## config.mk

```make
export PLATFORM = sky130hd
export DESIGN_NAME = bfp_block_exponent_mc_flat
export DESIGN_NICKNAME = d
export VERILOG_FILES = /design/src/rtl/bfp_block_exponent_mc_pkg.sv /design/src/rtl/bfp_block_exponent_mc_if.sv /design/src/rtl/bfp_block_exponent_mc_lzc.sv /design/src/rtl/bfp_block_exponent_mc.sv /design/src/flat_wrapper.sv
export SDC_FILE = /design/constraint.sdc
export NUM_CORES = 1
export LEC_CHECK = 0
export BUFFER_PORTS_ARGS = -buffer_cell sky130_fd_sc_hd__buf_2
export CAP_MARGIN = 40
export CORE_UTILIZATION = 64
export DETAILED_ROUTE_END_ITERATION = 12
export GPL_ROUTABILITY_DRIVEN = 0
export PLACE_DENSITY = 0.95
export SLEW_MARGIN = 0
export SYNTH_ARGS = -nofsm -noshare
export SYNTH_HDL_FRONTEND = slang
export SYNTH_SLANG_ARGS = --single-unit
export TNS_END_PERCENT = 5
```

## constraint.sdc

```tcl
create_clock -name i_clk -period 7.1 [get_ports i_clk]
set_clock_uncertainty 0.1 [all_clocks]
set_input_delay 0.355 -clock i_clk [delete_from_list [all_inputs] [get_ports i_clk]]
set_output_delay 0.355 -clock i_clk [all_outputs]
set_load 0.01 [all_outputs]
```

## src/rtl/bfp_block_exponent_mc_pkg.sv

```systemverilog
`default_nettype none
// +----------------------------------------------------------------------------+
// | Module : bfp_block_exponent_mc_pkg                                         |
// | Brief  : shared defaults, counter type and shift-width helper for BFP path |
// | Rev    : 1.0                                                               |
// +----------------------------------------------------------------------------+
package bfp_block_exponent_mc_pkg;

    localparam int C_DEF_WIDTH     = 16;
    localparam int C_DEF_NUM_CH    = 4;
    localparam int C_DEF_MAX_BLOCK = 1024;
    localparam int C_DEF_GUARD     = 1;

    typedef logic [$clog2(C_DEF_MAX_BLOCK+1)-1:0] blk_cnt_t;

    function automatic int shift_w(input int width);
        return $clog2(width);
    endfunction

endpackage
`default_nettype wire

```

## src/rtl/bfp_block_exponent_mc_if.sv

```systemverilog
`default_nettype none
// +----------------------------------------------------------------------------+
// | Module : bfp_block_exponent_mc_if                                          |
// | Brief  : sample input and valid/ready result bundle of the exponent engine |
// | Rev    : 1.0                                                               |
// +----------------------------------------------------------------------------+
interface bfp_block_exponent_mc_if
    import bfp_block_exponent_mc_pkg::*;
#(
    parameter int WIDTH     = C_DEF_WIDTH,
    parameter int NUM_CH    = C_DEF_NUM_CH,
    parameter int MAX_BLOCK = C_DEF_MAX_BLOCK
);
    localparam int C_SHW   = shift_w(WIDTH);
    localparam int C_CNT_W = $clog2(MAX_BLOCK+1);

    logic                      i_valid;
    logic [NUM_CH*WIDTH-1:0]   i_data;
    logic [C_CNT_W-1:0]        i_block_len;
    logic                      i_flush;
    logic [NUM_CH*C_SHW-1:0]   o_shift;
    logic                      o_shift_valid;
    logic                      i_shift_ready;
    logic [C_CNT_W-1:0]        o_blk_samples;
    logic                      o_overrun;

    modport slave (
        input  i_valid, i_data, i_block_len, i_flush, i_shift_ready,
        output o_shift, o_shift_valid, o_blk_samples, o_overrun
    );

    modport master (
        output i_valid, i_data, i_block_len, i_flush, i_shift_ready,
        input  o_shift, o_shift_valid, o_blk_samples, o_overrun
    );
endinterface
`default_nettype wire

```

## src/rtl/bfp_block_exponent_mc_lzc.sv

```systemverilog
`default_nettype none
// +----------------------------------------------------------------------------+
// | Module : bfp_lzc                                                           |
// | Brief  : combinational leading-zero count; all-zero input returns WIDTH    |
// | Rev    : 1.0                                                               |
// +----------------------------------------------------------------------------+
module bfp_lzc #(
    parameter int WIDTH = 16
) (
    input  wire logic [WIDTH-1:0]           i_data,
    output logic      [$clog2(WIDTH+1)-1:0] o_lzc
);
    localparam int C_LZW = $clog2(WIDTH+1);

    // Scanning upward lets the highest set bit win without an early exit.
    always_comb begin
        o_lzc = C_LZW'(WIDTH);
        for (int i = 0; i < WIDTH; i++) begin
            if (i_data[i]) o_lzc = C_LZW'(WIDTH - 1 - i);
        end
    end
endmodule
`default_nettype wire

```

## src/rtl/bfp_block_exponent_mc.sv

```systemverilog
`default_nettype none
// +----------------------------------------------------------------------------+
// | Module : bfp_block_exponent_mc                                             |
// | Brief  : per-channel block peak tracking and normalising shift per block.  |
// |          BFP_COMMON_EXP_EN: one shared (minimum) shift, one extra stage.   |
// | Rev    : 1.0                                                               |
// +----------------------------------------------------------------------------+
module bfp_block_exponent_mc
    import bfp_block_exponent_mc_pkg::*;
#(
    parameter int WIDTH     = C_DEF_WIDTH,
    parameter int NUM_CH    = C_DEF_NUM_CH,
    parameter int MAX_BLOCK = C_DEF_MAX_BLOCK,
    parameter int GUARD     = C_DEF_GUARD
) (
    input  wire logic i_clk,
    input  wire logic i_rst_n,
    bfp_block_exponent_mc_if.slave bus
);
    localparam int C_SHW   = shift_w(WIDTH);
    localparam int C_CNT_W = $clog2(MAX_BLOCK+1);
    localparam int C_LZW   = $clog2(WIDTH+1);
    localparam logic [C_LZW-1:0] C_HEAD = C_LZW'(1 + GUARD);

    logic [C_CNT_W-1:0] r_cnt, r_len, w_len_in, w_len_cur, w_cnt_final, r_s1_cnt;
    logic               w_first, w_last_in, w_flush_idle, w_close, r_s1_valid;

    logic [NUM_CH-1:0][WIDTH-1:0] w_x, w_mag, w_fin, r_acc, r_s1_fin;
    logic [NUM_CH-1:0][C_LZW-1:0] w_lzc;
    logic [NUM_CH-1:0][C_SHW-1:0] w_sh, w_ld_sh, r_sh;
    logic                         w_ld_valid, r_valid, r_ovr;
    logic [C_CNT_W-1:0]           w_ld_cnt, r_blk;

    always_comb begin
        if (bus.i_block_len == '0)                       w_len_in = C_CNT_W'(1);
        else if (bus.i_block_len > C_CNT_W'(MAX_BLOCK))  w_len_in = C_CNT_W'(MAX_BLOCK);
        else                                             w_len_in = bus.i_block_len;
    end

    // Length is only taken from the port on a block's first sample.
    assign w_first      = (r_cnt == '0);
    assign w_len_cur    = w_first ? w_len_in : r_len;
    assign w_last_in    = bus.i_valid & (bus.i_flush | (r_cnt == w_len_cur - C_CNT_W'(1)));
    assign w_flush_idle = ~bus.i_valid & bus.i_flush & ~w_first;
    assign w_close      = w_last_in | w_flush_idle;
    assign w_cnt_final  = r_cnt + {{(C_CNT_W-1){1'b0}}, bus.i_valid};
    assign w_x          = bus.i_data;

    for (genvar c = 0; c < NUM_CH; c++) begin : g_ch
        // One's-complement fold keeps the leading-one position of negative values.
        assign w_mag[c] = w_x[c][WIDTH-1] ? ~w_x[c] : w_x[c];
        assign w_fin[c] = r_acc[c] | (bus.i_valid ? w_mag[c] : '0);

        bfp_lzc #(.WIDTH(WIDTH)) u_lzc (
            .i_data (r_s1_fin[c]),
            .o_lzc  (w_lzc[c])
        );

        assign w_sh[c] = (w_lzc[c] > C_HEAD) ? C_SHW'(w_lzc[c] - C_HEAD) : '0;
    end

    always_ff @(posedge i_clk or negedge i_rst_n) begin
        if (!i_rst_n) begin
            r_cnt      <= '0;
            r_len      <= '0;
            r_acc      <= '0;
            r_s1_fin   <= '0;
            r_s1_cnt   <= '0;
            r_s1_valid <= 1'b0;
        end else begin
            if (w_close)          r_cnt <= '0;
            else if (bus.i_valid) r_cnt <= r_cnt + C_CNT_W'(1);
            if (bus.i_valid && w_first) r_len <= w_len_in;
            for (int c = 0; c < NUM_CH; c++) begin
                if (w_close)          r_acc[c] <= '0;
                else if (bus.i_valid) r_acc[c] <= r_acc[c] | w_mag[c];
            end
            r_s1_valid <= w_close;
            if (w_close) begin
                r_s1_fin <= w_fin;
                r_s1_cnt <= w_cnt_final;
            end
        end
    end

`ifdef BFP_COMMON_EXP_EN
    logic [NUM_CH-1:0][C_SHW-1:0] r_s2_sh;
    logic                         r_s2_valid;
    logic [C_CNT_W-1:0]           r_s2_cnt;
    logic [C_SHW-1:0]             w_min;

    always_ff @(posedge i_clk or negedge i_rst_n) begin
        if (!i_rst_n) begin
            r_s2_sh    <= '0;
            r_s2_valid <= 1'b0;
            r_s2_cnt   <= '0;
        end else begin
            r_s2_valid <= r_s1_valid;
            if (r_s1_valid) begin
                r_s2_sh  <= w_sh;
                r_s2_cnt <= r_s1_cnt;
            end
        end
    end

    always_comb begin
        w_min = r_s2_sh[0];
        for (int c = 1; c < NUM_CH; c++) begin
            if (r_s2_sh[c] < w_min) w_min = r_s2_sh[c];
        end
        w_ld_sh = {NUM_CH{w_min}};
    end

    assign w_ld_valid = r_s2_valid;
    assign w_ld_cnt   = r_s2_cnt;
`else
    assign w_ld_sh    = w_sh;
    assign w_ld_valid = r_s1_valid;
    assign w_ld_cnt   = r_s1_cnt;
`endif

    // A new result always wins; overrun flags only a result nobody took.
    always_ff @(posedge i_clk or negedge i_rst_n) begin
        if (!i_rst_n) begin
            r_sh    <= '0;
            r_blk   <= '0;
            r_valid <= 1'b0;
            r_ovr   <= 1'b0;
        end else begin
            r_ovr <= 1'b0;
            if (w_ld_valid) begin
                r_sh    <= w_ld_sh;
                r_blk   <= w_ld_cnt;
                r_valid <= 1'b1;
                r_ovr   <= r_valid & ~bus.i_shift_ready;
            end else if (r_valid && bus.i_shift_ready) begin
                r_valid <= 1'b0;
            end
        end
    end

    assign bus.o_shift       = r_sh;
    assign bus.o_shift_valid = r_valid;
    assign bus.o_blk_samples = r_blk;
    assign bus.o_overrun     = r_ovr;
endmodule
`default_nettype wire

```

## src/flat_wrapper.sv

```systemverilog
// flat-port wrapper written by rule: the top's interface ports become plain ports
module bfp_block_exponent_mc_flat import bfp_block_exponent_mc_pkg::*;
#(
    parameter int WIDTH     = C_DEF_WIDTH,
    parameter int NUM_CH    = C_DEF_NUM_CH,
    parameter int MAX_BLOCK = C_DEF_MAX_BLOCK,
    parameter int GUARD     = C_DEF_GUARD
)
  (i_clk, i_rst_n, bus_i_valid, bus_i_data, bus_i_block_len, bus_i_flush, bus_i_shift_ready, bus_o_shift, bus_o_shift_valid, bus_o_blk_samples, bus_o_overrun);
  bfp_block_exponent_mc_if #(.WIDTH(WIDTH), .NUM_CH(NUM_CH), .MAX_BLOCK(MAX_BLOCK)) bus_i ();
  input  wire logic i_clk;
  input  wire logic i_rst_n;
  input wire logic [$bits(bus_i.i_valid)-1:0] bus_i_valid;
  input wire logic [$bits(bus_i.i_data)-1:0] bus_i_data;
  input wire logic [$bits(bus_i.i_block_len)-1:0] bus_i_block_len;
  input wire logic [$bits(bus_i.i_flush)-1:0] bus_i_flush;
  input wire logic [$bits(bus_i.i_shift_ready)-1:0] bus_i_shift_ready;
  output wire logic [$bits(bus_i.o_shift)-1:0] bus_o_shift;
  output wire logic [$bits(bus_i.o_shift_valid)-1:0] bus_o_shift_valid;
  output wire logic [$bits(bus_i.o_blk_samples)-1:0] bus_o_blk_samples;
  output wire logic [$bits(bus_i.o_overrun)-1:0] bus_o_overrun;
  assign bus_i.i_valid = bus_i_valid;
  assign bus_i.i_data = bus_i_data;
  assign bus_i.i_block_len = bus_i_block_len;
  assign bus_i.i_flush = bus_i_flush;
  assign bus_i.i_shift_ready = bus_i_shift_ready;
  assign bus_o_shift = bus_i.o_shift;
  assign bus_o_shift_valid = bus_i.o_shift_valid;
  assign bus_o_blk_samples = bus_i.o_blk_samples;
  assign bus_o_overrun = bus_i.o_overrun;
  bfp_block_exponent_mc #(.WIDTH(WIDTH), .NUM_CH(NUM_CH), .MAX_BLOCK(MAX_BLOCK), .GUARD(GUARD)) u_core (.i_clk(i_clk), .i_rst_n(i_rst_n), .bus(bus_i));
endmodule
```

==> impl_metrics.env <==
export IMPL_status="complete, but fails checks"
export IMPL_violations="DRC"
export IMPL_synth_warnings=0
export IMPL_antenna_found_initial=0
export IMPL_clock_latency_ns=0.44
export IMPL_nFillCells=933
export IMPL_grt_overflow_total=0
export IMPL_use_met2_pct=51.1
export IMPL_coreArea_um2=14600
export IMPL_initial_core_util_pct=66.0
export IMPL_drt_first_pass_iters=9
export IMPL_max_stage_delay_ns=0.71
export IMPL_max_slew_worst_pin_slew_ns=0.875
export IMPL_fin_area_um2=10900
export IMPL_cts_resized=0
export IMPL_seq_area_um2=4780
export IMPL_multi_input_area_um2=4440
export IMPL_critPathMaxFanout=92
export IMPL_slew_headroom_pct=41.7
export IMPL_dpl_instance_area_um2=10300
export IMPL_crit_buf_inv=3
export IMPL_drc=8
export IMPL_async_reset_ff_share_pct=100
export IMPL_die_y_um=125
export IMPL_top_usage_layer="met2"
export IMPL_synth_ff_type="dfrtp_1"
export IMPL_rows=44
export IMPL_drt_initial_drc_count=978
export IMPL_path_delay_family="simple AND/OR/NAND/NOR gates"
export IMPL_hold_class="in -> reg"
export IMPL_critPathSlowestCell="buf_4"
export IMPL_cts_made_buffers=17
export IMPL_final_common_cell="dfrtp_1"
export IMPL_leakage_nw=5.02
export IMPL_vias=7888
export IMPL_layout_drive_gt1_share_pct=17.1
export IMPL_path_clk_slew_ns=0.07
export IMPL_met3_usage_pct=6.66
export IMPL_p_per_area_nw_per_um2=316
export IMPL_reg2reg_from="u_core.r_cnt[1]"
export IMPL_clock_sinks=191
export IMPL_wl_per_cell_um=17.8
export IMPL_ios=109
export IMPL_area_delta_synth_final_pct=13.0
export IMPL_diodes=0
export IMPL_first_global_vias=7786
export IMPL_cts_buffer_depth=2
export IMPL_root_buffer="clkbuf_16"
export IMPL_nets=1155
export IMPL_final_setup_viol_count=0
export IMPL_critPathLaunch="u_core.r_cnt[1]"
export IMPL_die_area_um2=15600
export IMPL_maxCapViolations=0
export IMPL_grt_pass1_wl_um=37500
export IMPL_synth_distinct_cells=51
export IMPL_dp_hpwl_um=14300
export IMPL_worstPathArrival_ns=4.99
export IMPL_rsz0062_at_grt="false"
export IMPL_syn_inst=995
export IMPL_use_met1_pct=37.6
export IMPL_synth_edf_count=0
export IMPL_avgSynthCellArea_um2=9.72
export IMPL_critPathCaptureType="flop"
export IMPL_ys_seq_elements=191
export IMPL_tns_ns=0
export IMPL_period_share_pct=66.8
export IMPL_synth_fp_nets=1084
export IMPL_worstHoldStart="bus_i_shift_ready"
export IMPL_via_per_inst=6.25
export IMPL_antenna_left=0
export IMPL_path_class="reg -> reg"
export IMPL_r2r_slack_ns=2.36
export IMPL_post_route_min_period_ns=4.74
export IMPL_cts_tree="yes"
export IMPL_port_buffers=108
export IMPL_track_usage_pct=30.3
export IMPL_fp_dieW_um=125
export IMPL_syn_cell_area_um2=9670
export IMPL_htreeDepth=4
export IMPL_peakVddDrop_mv=0.194
export IMPL_path_cells="inv_1, ha_1, or4b_4, or3_4, a21oi_1, ha_1, inv_1, a211oi_2, nand3b_1, a211oi_1, a211o_1, a41oi_4, buf_4, nand2_1, o31ai_1"
export IMPL_drv_slew=0
export IMPL_cp_start_kind="flop"
export IMPL_ys_seq_area_share_pct=49.4
export IMPL_cp_required_ns=7.34
export IMPL_hold_violations=0
export IMPL_grt_start_max_net_pins=93
export IMPL_max_freq_mhz=211
export IMPL_mostFrequentLayoutCells="dfrtp_1 (191), a21oi_1 (146), buf_2 (107)"
export IMPL_finalWirelength_um=22500
[sequential cells by signal, summed over array words and instances (netlist names)]
| register | cells |
|---|---|
| u_core.bus.o_overrun | 1 |
| u_core.r_s1_valid | 1 |
| u_core.bus.o_shift | 16 |
| u_core.r_cnt | 11 |
| u_core.bus.o_blk_samples | 11 |
| u_core.r_acc | 64 |
| u_core.r_s1_fin | 64 |
| u_core.bus.o_shift_valid | 1 |
| u_core.r_s1_cnt | 11 |
| u_core.r_len | 11 |
[per-layer routing]
layer	up-vias	wire [um]
li1	3647	-
met1	3792	8900
met2	367	11500
met3	82	1280
met4	0	802
met5	-	0
[synth_stat cells, drive strengths merged (2+ instances only)]
library cell / instances / area (um^2)
a211oi: 6 / 50.1
a21o: 3 / 22.5
a21oi: 147 / 736
a31oi: 3 / 18.8
and3: 5 / 31.3
buf: 25 / 160
clkbuf: 42 / 158
dfrtp: 191 / 4780
ha: 9 / 113
inv: 42 / 158
mux2: 32 / 360
mux2i: 23 / 230
nand2: 42 / 158
nand2b: 7 / 43.8
nand3: 16 / 80.1
nand4: 5 / 31.3
nor2: 97 / 367
nor2b: 10 / 62.6
nor3: 11 / 66.3
nor4: 17 / 113
o21ai: 65 / 325
o21bai: 13 / 97.6
o22ai: 12 / 75.1
o31ai: 57 / 428
o32ai: 4 / 35.0
or2: 2 / 12.5
or3: 4 / 30.0
or4: 4 / 30.0
xnor2: 22 / 193
xor2: 69 / 604
[per-stage QoR]
step	cells	power (W)	util (%)	hold slack [ns]	worst slack, ns
after global routing	1263	0.00363	74.6	0.123	2.07
after detailed placement	1230	0.00241	70.2	0.178	2.46
final	1263	0.00345	74.6	0.109	2.36
after global placement	1227	0.00234	69.7	0.364	2.65
after floorplan	995	0.00213	-	-0.0406	3.14
after CTS	1263	0.00344	74.6	0.102	2.41
[area by class of cell]
type | instances | area share (%)
timing repair buffer | 119 | 6.29
clock buffer | 21 | 4.40
tap | 184 | 2.11
clock inverter | 11 | 1.36
multi-input combinational | 695 | 40.6
sequential | 191 | 43.8
inverter | 42 | 1.44
[kinds of logic after synthesis]
logic type	Yosys count	synth area share (%)
buffers and inverters	109	4.92
AOI/OAI and AO/OA	317	19.2
muxes	55	6.11
and+or+nand+nor	223	10.9
adders and majority gates	9	1.16
DFF	191	49.4
xor gates and xnor gates	91	8.24
[tightest hold or removal path, delay by kind of cell]
family          cells  cell delay [ns]
compound gates      1             0.11
buf+inv             2             0.15
[where the power goes]
group	internal, W	switching (W)
Sequential	0.00132	0.000205
Clock	0.000594	0.000413
Combinational	0.000373	0.000539
[path summary, 6_finish.rpt]
path                                       endpoint  depth (start not counted)
hold reg to reg                  u_core.r_s1_cnt[4]                          1
hold / removal             u_core.bus.o_shift_valid                          3
min in group asynchronous          u_core.r_acc[18]                          2
max in group asynchronous       u_core.r_s1_fin[53]                          5
setup reg to reg                   u_core.r_cnt[10]                         15
setup / recovery                   u_core.r_cnt[10]                         15
[what timing repair did]
item / CTS / global route
hold buffers: 1 / 0
buffers inserted: 0 / 0
endpoints found under the hold margin: 35 / 0
(Power assumes the default switching activity.)
